File: config.mk
export PLATFORM = sky130hd
export DESIGN_NAME = f_stage_pc
export DESIGN_NICKNAME = d
export VERILOG_FILES = /design/src/rtl/mips_defs.sv /design/src/rtl/f_addr_check.sv /design/src/rtl/f_stage_pc.sv
export SDC_FILE = /design/constraint.sdc
export NUM_CORES = 1
export LEC_CHECK = 0
export CAP_MARGIN = 20
export CELL_PAD_IN_SITES_DETAIL_PLACEMENT = 0
export CELL_PAD_IN_SITES_GLOBAL_PLACEMENT = 1
export CORE_MARGIN = 10
export CORE_UTILIZATION = 47
export DETAILED_ROUTE_END_ITERATION = 7
export DONT_BUFFER_PORTS = 1
export GPL_TIMING_DRIVEN = 0
export PLACE_DENSITY_LB_ADDON = 0.1
export SLEW_MARGIN = 0
export SYNTH_ARGS = -nofsm -noshare
export SYNTH_HDL_FRONTEND = slang
export SYNTH_HIERARCHICAL = 1
export SYNTH_SLANG_ARGS = --single-unit
File: constraint.sdc
create_clock -name clk -period 5.6 [get_ports clk]
set_clock_uncertainty 0.1 [all_clocks]
set_input_delay 1.68 -clock clk [delete_from_list [all_inputs] [get_ports clk]]
set_output_delay 1.68 -clock clk [all_outputs]
set_load 0.03 [all_outputs]
File: src/rtl/mips_defs.sv
// Shared MIPS pipeline definitions: memory map, exception codes and small helpers.
package mips_defs;

    // Fetch-side memory map
    localparam logic [31:0] RESET_PC  = 32'h0000_3000;
    localparam logic [31:0] EXC_ENTRY = 32'h0000_4180;
    localparam logic [31:0] IM_BASE   = 32'h0000_3000;
    localparam logic [31:0] IM_LIMIT  = 32'h0000_6FFC;

    // CP0 exception codes
    localparam logic [4:0] EXC_NONE = 5'd0;
    localparam logic [4:0] EXC_INT  = 5'd0;
    localparam logic [4:0] EXC_ADEL = 5'd4;
    localparam logic [4:0] EXC_ADES = 5'd5;
    localparam logic [4:0] EXC_RI   = 5'd10;
    localparam logic [4:0] EXC_OV   = 5'd12;

    // Squashed instruction slot
    localparam logic [31:0] NOP_WORD = 32'h0000_0000;

    // 32-bit address increment; carry out is intentionally discarded so the PC wraps
    function automatic logic [31:0] pc_add(input logic [31:0] pc, input logic [31:0] inc);
        logic [32:0] sum;
        sum = {1'b0, pc} + {1'b0, inc};
        return sum[31:0];
    endfunction

endpackage

File: src/rtl/f_addr_check.sv
// Fetch address checker: flags misaligned or out-of-range instruction fetches (AdEL).
module f_addr_check
    import mips_defs::*;
#(
    parameter logic [31:0] LO_ADDR = IM_BASE,
    parameter logic [31:0] HI_ADDR = IM_LIMIT
) (
    input  logic [31:0] pc,
    output logic        adel
);

    logic misaligned_s;
    logic below_s;
    logic above_s;

    // Classify the fetch address: word alignment and inclusive window [LO_ADDR, HI_ADDR]
    always_comb begin
        misaligned_s = 1'b0;
        below_s      = 1'b0;
        above_s      = 1'b0;
        if (pc[1:0] != 2'b00) begin
            misaligned_s = 1'b1;
        end else begin
            misaligned_s = 1'b0;
        end
        if (pc < LO_ADDR) begin
            below_s = 1'b1;
        end else begin
            below_s = 1'b0;
        end
        if (pc > HI_ADDR) begin
            above_s = 1'b1;
        end else begin
            above_s = 1'b0;
        end
    end

    assign adel = misaligned_s | below_s | above_s;

endmodule

File: src/rtl/f_stage_pc.sv
// Fetch-stage program counter: PC register, next-PC selection and F-stage outputs.
module f_stage_pc
    import mips_defs::*;
#(
    parameter logic [31:0] RESET_PC_P  = RESET_PC,
    parameter logic [31:0] EXC_ENTRY_P = EXC_ENTRY,
    parameter logic [31:0] IM_BASE_P   = IM_BASE,
    parameter logic [31:0] IM_LIMIT_P  = IM_LIMIT,
    parameter logic [4:0]  EXC_ADEL_P  = EXC_ADEL
) (
    input  logic        clk,
    input  logic        reset,
    input  logic        Req,
    input  logic        F_en,
    input  logic        D_eret,
    input  logic [31:0] EPC,
    input  logic        D_redirect,
    input  logic [31:0] D_target,
    input  logic        D_is_bj,
    output logic [31:0] i_inst_addr,
    input  logic [31:0] i_inst_rdata,
    output logic [31:0] F_instr,
    output logic [31:0] F_PC,
    output logic [31:0] F_PC_plus8,
    output logic [4:0]  F_ExcCode,
    output logic        F_BD
);

    logic [31:0] pc_r;
    logic [31:0] next_pc_s;
    logic        adel_s;

    // Address error detection on the current fetch address
    f_addr_check #(
        .LO_ADDR (IM_BASE_P),
        .HI_ADDR (IM_LIMIT_P)
    ) u_addr_check (
        .pc   (pc_r),
        .adel (adel_s)
    );

    // PC register; reset clears it immediately, independent of the clock
    always_ff @(posedge clk or negedge reset) begin
        if (!reset) begin
            pc_r <= RESET_PC_P;
        end else begin
            pc_r <= next_pc_s;
        end
    end

    // Next-PC priority: exception entry, eret return, stall, redirect, sequential
    always_comb begin
        next_pc_s = pc_r;
        if (Req) begin
            next_pc_s = EXC_ENTRY_P;
        end else if (D_eret && F_en) begin
            // eret has no delay slot: return straight to EPC
            next_pc_s = EPC;
        end else if (!F_en) begin
            // stalled (including a frozen eret in D): hold
            next_pc_s = pc_r;
        end else if (D_redirect) begin
            next_pc_s = D_target;
        end else begin
            next_pc_s = pc_add(pc_r, 32'd4);
        end
    end

    // F-stage outputs: eret squashes the wrong-path fetch and masks its address error
    always_comb begin
        F_ExcCode = EXC_NONE;
        F_instr   = i_inst_rdata;
        F_BD      = D_is_bj;
        if (D_eret) begin
            F_ExcCode = EXC_NONE;
            F_instr   = NOP_WORD;
            F_BD      = 1'b0;
        end else if (adel_s) begin
            F_ExcCode = EXC_ADEL_P;
            F_instr   = NOP_WORD;
            F_BD      = D_is_bj;
        end else begin
            F_ExcCode = EXC_NONE;
            F_instr   = i_inst_rdata;
            F_BD      = D_is_bj;
        end
    end

    assign i_inst_addr = pc_r;
    assign F_PC        = pc_r;
    assign F_PC_plus8  = pc_add(pc_r, 32'd8);

endmodule
# After elaboration in Yosys (flattened, before gate mapping)
# Cells that the tools add are included.
[totals] register_bits=32 inputBits=103 output_inout_bits=134 word_cells=22
[op_classes] addsub=2 magnitude_cmp=2 mux=12 n_bitwise=2 reduce_logical=3
[ops] operator="$mux 32" n=6
[ops] operator="$add 32x3->32 const B" n=1
[ops] operator="$add 32x4->32 const B" n=1
[ops] operator="$gt 32x15->1 const B" n=1
[ops] operator="$lt 32x14->1 const B" n=1
[ops] operator="$mux 3" n=2
[ops] operator="$mux 1" n=4
[ops] operator="$reduce_bool 3->1" n=1
[ops] operator="$or 1x1->1" n=2
[ops] operator="$reduce_bool 2->1" n=1
[ops] operator="$logic_and 1x1->1" n=1

# Logic depth before layout (Yosys ltp)
[depth] depth_word=6 mapped_depth=7 ltp_nobuf=5

# Modules after synthesis
# The synthesis kept the hierarchy.
[by_module_without_submodules] mod="f_stage_pc" n_inst=1 cells_each=479 area_per_inst_um2=3659.8 seq_area_each_um2=803.3
[by_module_without_submodules] mod="f_addr_check" n_inst=1 cells_each=9 area_per_inst_um2=55.1 seq_area_each_um2=0.0

# Worst setup path after synthesis
# No wires, ideal clock.
[synth_path] kind="input port to output port" startpoint="input D_eret" endpoint="output F_instr[10]" t_arrival_ps=2785 required_time_ps=3820 setup_slack_ps=1035 path_stages=5 path_buffers=3 cell_sequence="clkbuf_1 > clkbuf_1 > nor2_1 > clkbuf_1 > and2_1"
[synth_between] elab_chain_cells=1
[synth_lines] element="start, declared" line="f_stage_pc.sv:15" text="input logic D_eret,"
[synth_lines] element="$mux 32" line="f_stage_pc.sv:74" text="if (D_eret) begin"
[synth_lines] element="end, declared" line="f_stage_pc.sv:22" text="output logic [31:0] F_instr,"
# Every way passes these cells.

# Worst setup path after layout
[layout_path] startpoint="input D_eret" endpoint="output F_ExcCode[2]"
[layout_between] elab_chain_cells=1
[layout_lines] element="$mux 3" line="f_stage_pc.sv:74"
[layout_lines] element="end, declared" line="f_stage_pc.sv:25" text="output logic [4:0] F_ExcCode,"
# Every way passes these cells.

==> summary.txt <==
Power and ir drop
  • Total chip power: 813 µW
  • Maximum vdd drop: 0.0000946 V
  • Sequential share of power: 39.0%
  • Combinational power share: 35.2%
  • Clk network pwr share: 25.9%
  • Cell-internal power: 445 µW
  • Leakage power total: 1.60 nW
  • Net switching power: 368 µW
  • Pwr dens: 205 nW/µm²
  • Switching share of power: 45.3%

Layout
  • Layout Nets: 605
  • Max reg flops: 32
  • Layout cells sized above 1: 15.6%
  • Area grow syn2layout: 6.94%
  • Most frequent cells in the layout: buf_4 (40), nand2_1 (33), clkbuf_1 (33), and2_1 (33), nor2_1 (31)
  • Commonest non-fill, non-tap cell in the layout: buf_4

Logic synthesis
  • Ys Warns: 6
  • Post-synthesis sequential area ratio: 21.6%
  • Yosys cell types: 63
  • Synth Instances: 488
  • Count of state elements after synthesis: 32
  • Post-Syn Area: 3710 µm²
  • Fraction of registers with async set or reset after synthesis: 100%
  • Post-synth EDFFs: 0
  • Avg Synthesized Cell Area: 7.61 µm²
  • Ys flop type: dfrtp_1

Setup path
  • CP Class: primary input to output port
  • Kind of start point of the critical path: primary input
  • Cells on worst reg2reg path: 5
  • CP Data Required Time: 3.82 ns
  • Crit path DAT: 3.39 ns
  • Crit. End Element: output port
  • Worst Path Max Fanout: 10

Detailed routing
  • Drt first pass iters: 5
  • Routed WL: 17500 µm
  • Initial DRC Count: 332
  • Drt drc: 0
  • Routed wire per std cell: 29.0 µm
  • Vias: 4006
  • Final ANT Viol Nets: 0
  • Drt via density: 6.63

Global routing
  • Largest net degree at the start of global routing: 33
  • Total Routing Usage GR: 27.5%
  • Gr ovfl total: 0
  • Vias in the first global route: 4029
  • Initial antenna violation count: 1
  • First-pass GRT wire length: 25000 µm

STA
  • RSZ-0062 raised after global routing: false
  • Min cycle time layout: 5.17 ns
  • Hold Vio Cnt, Final: 0
  • Worst slew margin relative to its limit: 28.9%
  • Max Slew Vio Count: 0
  • Final setup fails: 0
  • Setup TNS: 0 ns
  • FMAX: 0.194 GHz
  • Least-Margin Pin Slew: 1.06 ns
  • Final period util: 92.3%

Outcome
  • Status: completed

Clock tree
  • CTS Hold Bufs: 0
  • Htree depth: 2
  • Clock latency on the worst-skew pair: 0.30 ns
  • Reg clk slew, reported paths: 0.07 ns
  • CTS tree: yes
  • Root buffer cell: clkbuf_8
  • Maximum clock path buffer count: 2
  • # resized after CTS: 0
  • Setup Fix Bufs, Post-CTS: 0
  • Clk sink count: 32
  • Num CTS Buffers: 5

Min path
  • WHS Path Cells: 2
  • Hold crit path type: flip-flop to flip-flop

Place
  • DP HPWL: 13900 µm
  • Input/output buffers: 0
  • Gpl congestion: 0.932

Floorplanning
  • Core ar.: 7730 µm²
  • DIE WIDTH: 109 µm
  • Top-Level Pins: 237
  • FP Rows: 32
  • Die ar.: 11900 µm²
  • Die Span Y: 109 µm
  • Initial core utilization: 48.1%

Job
  • Max-cap violations: 0
-- metrics by stage --
step / util, % / area [µm²] / hold WS, ns / cells / setup WS [ns]
2_1_floorplan: - / 3730 / 0.654 / 491 / 1.04
6_report: 51.4 / 3970 / 0.732 / 604 / 0.432
4_1_cts: 51.3 / 3970 / 0.733 / 602 / 0.467
3_5_place_dp: 50.0 / 3870 / 0.721 / 594 / 0.474
5_1_grt: 51.4 / 3970 / 0.762 / 603 / 0.326
3_3_place_gp: 49.9 / 3850 / 0.717 / 593 / 0.496
-- cell usage after synthesis, types with 10 or more instances --
cell type	n	share of area, %
a21oi_1	10	1.3
and2_1	33	5.6
buf_2	13	1.8
buf_4	39	7.9
clkbuf_1	32	3.2
dfrtp_1	30	20
nand2_1	33	3.3
nand3_1	20	2.7
nand4_1	17	2.9
nor2_1	31	3.1
nor3_1	18	2.4
nor4_1	16	2.7
or4_1	10	2.0
xnor2_1	20	4.7
xor2_1	14	3.3
-- layer usage --
layer	global-route usage (%)	share of wire, %
met5	0	0
met2	48.0	50
met1	31.2	36
met3	8.44	12
met4	8.95	1.9
-- power by group through the flow --
stage	clock, mW	sequential [mW]	combinational [mW]
5_1_grt	0.222	0.321	0.301
3_5_place_dp	0	0.322	0.282
3_3_place_gp	0	0.322	0.281
2_1_floorplan	0	0.309	0.233
6_report	0.210	0.317	0.286
4_1_cts	0.213	0.317	0.283
-- layout make-up --
cell class	count	area, µm²
antenna	2	5.00
buffer	89	500
multi-input combinational	363	2400
tap	102	128
clock buffer	8	100
timing repair buffer	1	7.51
sequential	32	803
inverter	7	26.3
fill	786	3750
-- worst max-delay path, stage by stage --
cell	delay [ns]
clkbuf_1	0.34
clkbuf_1	0.56
clkbuf_1	0.51
nor2b_1	0.29
-- final timing paths --
path	from	slack [ns]	end
min reg2reg	F_PC[0]$_DFFE_PN0P_	0.73	F_PC[0]$_DFFE_PN0P_
max in group asynchronous	reset	4.25	F_PC[12]$_DFFE_PN1P_
min	F_PC[0]$_DFFE_PN0P_	0.73	F_PC[0]$_DFFE_PN0P_
min in group asynchronous	reset	0.97	F_PC[11]$_DFFE_PN0P_
max	D_eret	0.43	F_ExcCode[2]
max reg2reg	F_PC[2]$_DFFE_PN0P_	2.84	F_PC[26]$_DFFE_PN0P_
-- kinds of logic (layout without fill, tap and decap cells) --
kind of cell / count (synthesis) / after routing / synth area share (%)
and+or+nand+nor: 221 / 221 / 33.7
AOI/OAI and AO/OA: 96 / 96 / 20.0
buffers and inverters: 96 / 105 / 14.2
xor gates and xnor gates: 34 / 34 / 8.02
DFF: 32 / 32 / 21.6
muxes: 5 / 5 / 1.35
adders and majority gates: 3 / 3 / 1.01
other: 1 / 6 / 0.101
No activity file was read; power rests on OpenSTA's default activity.
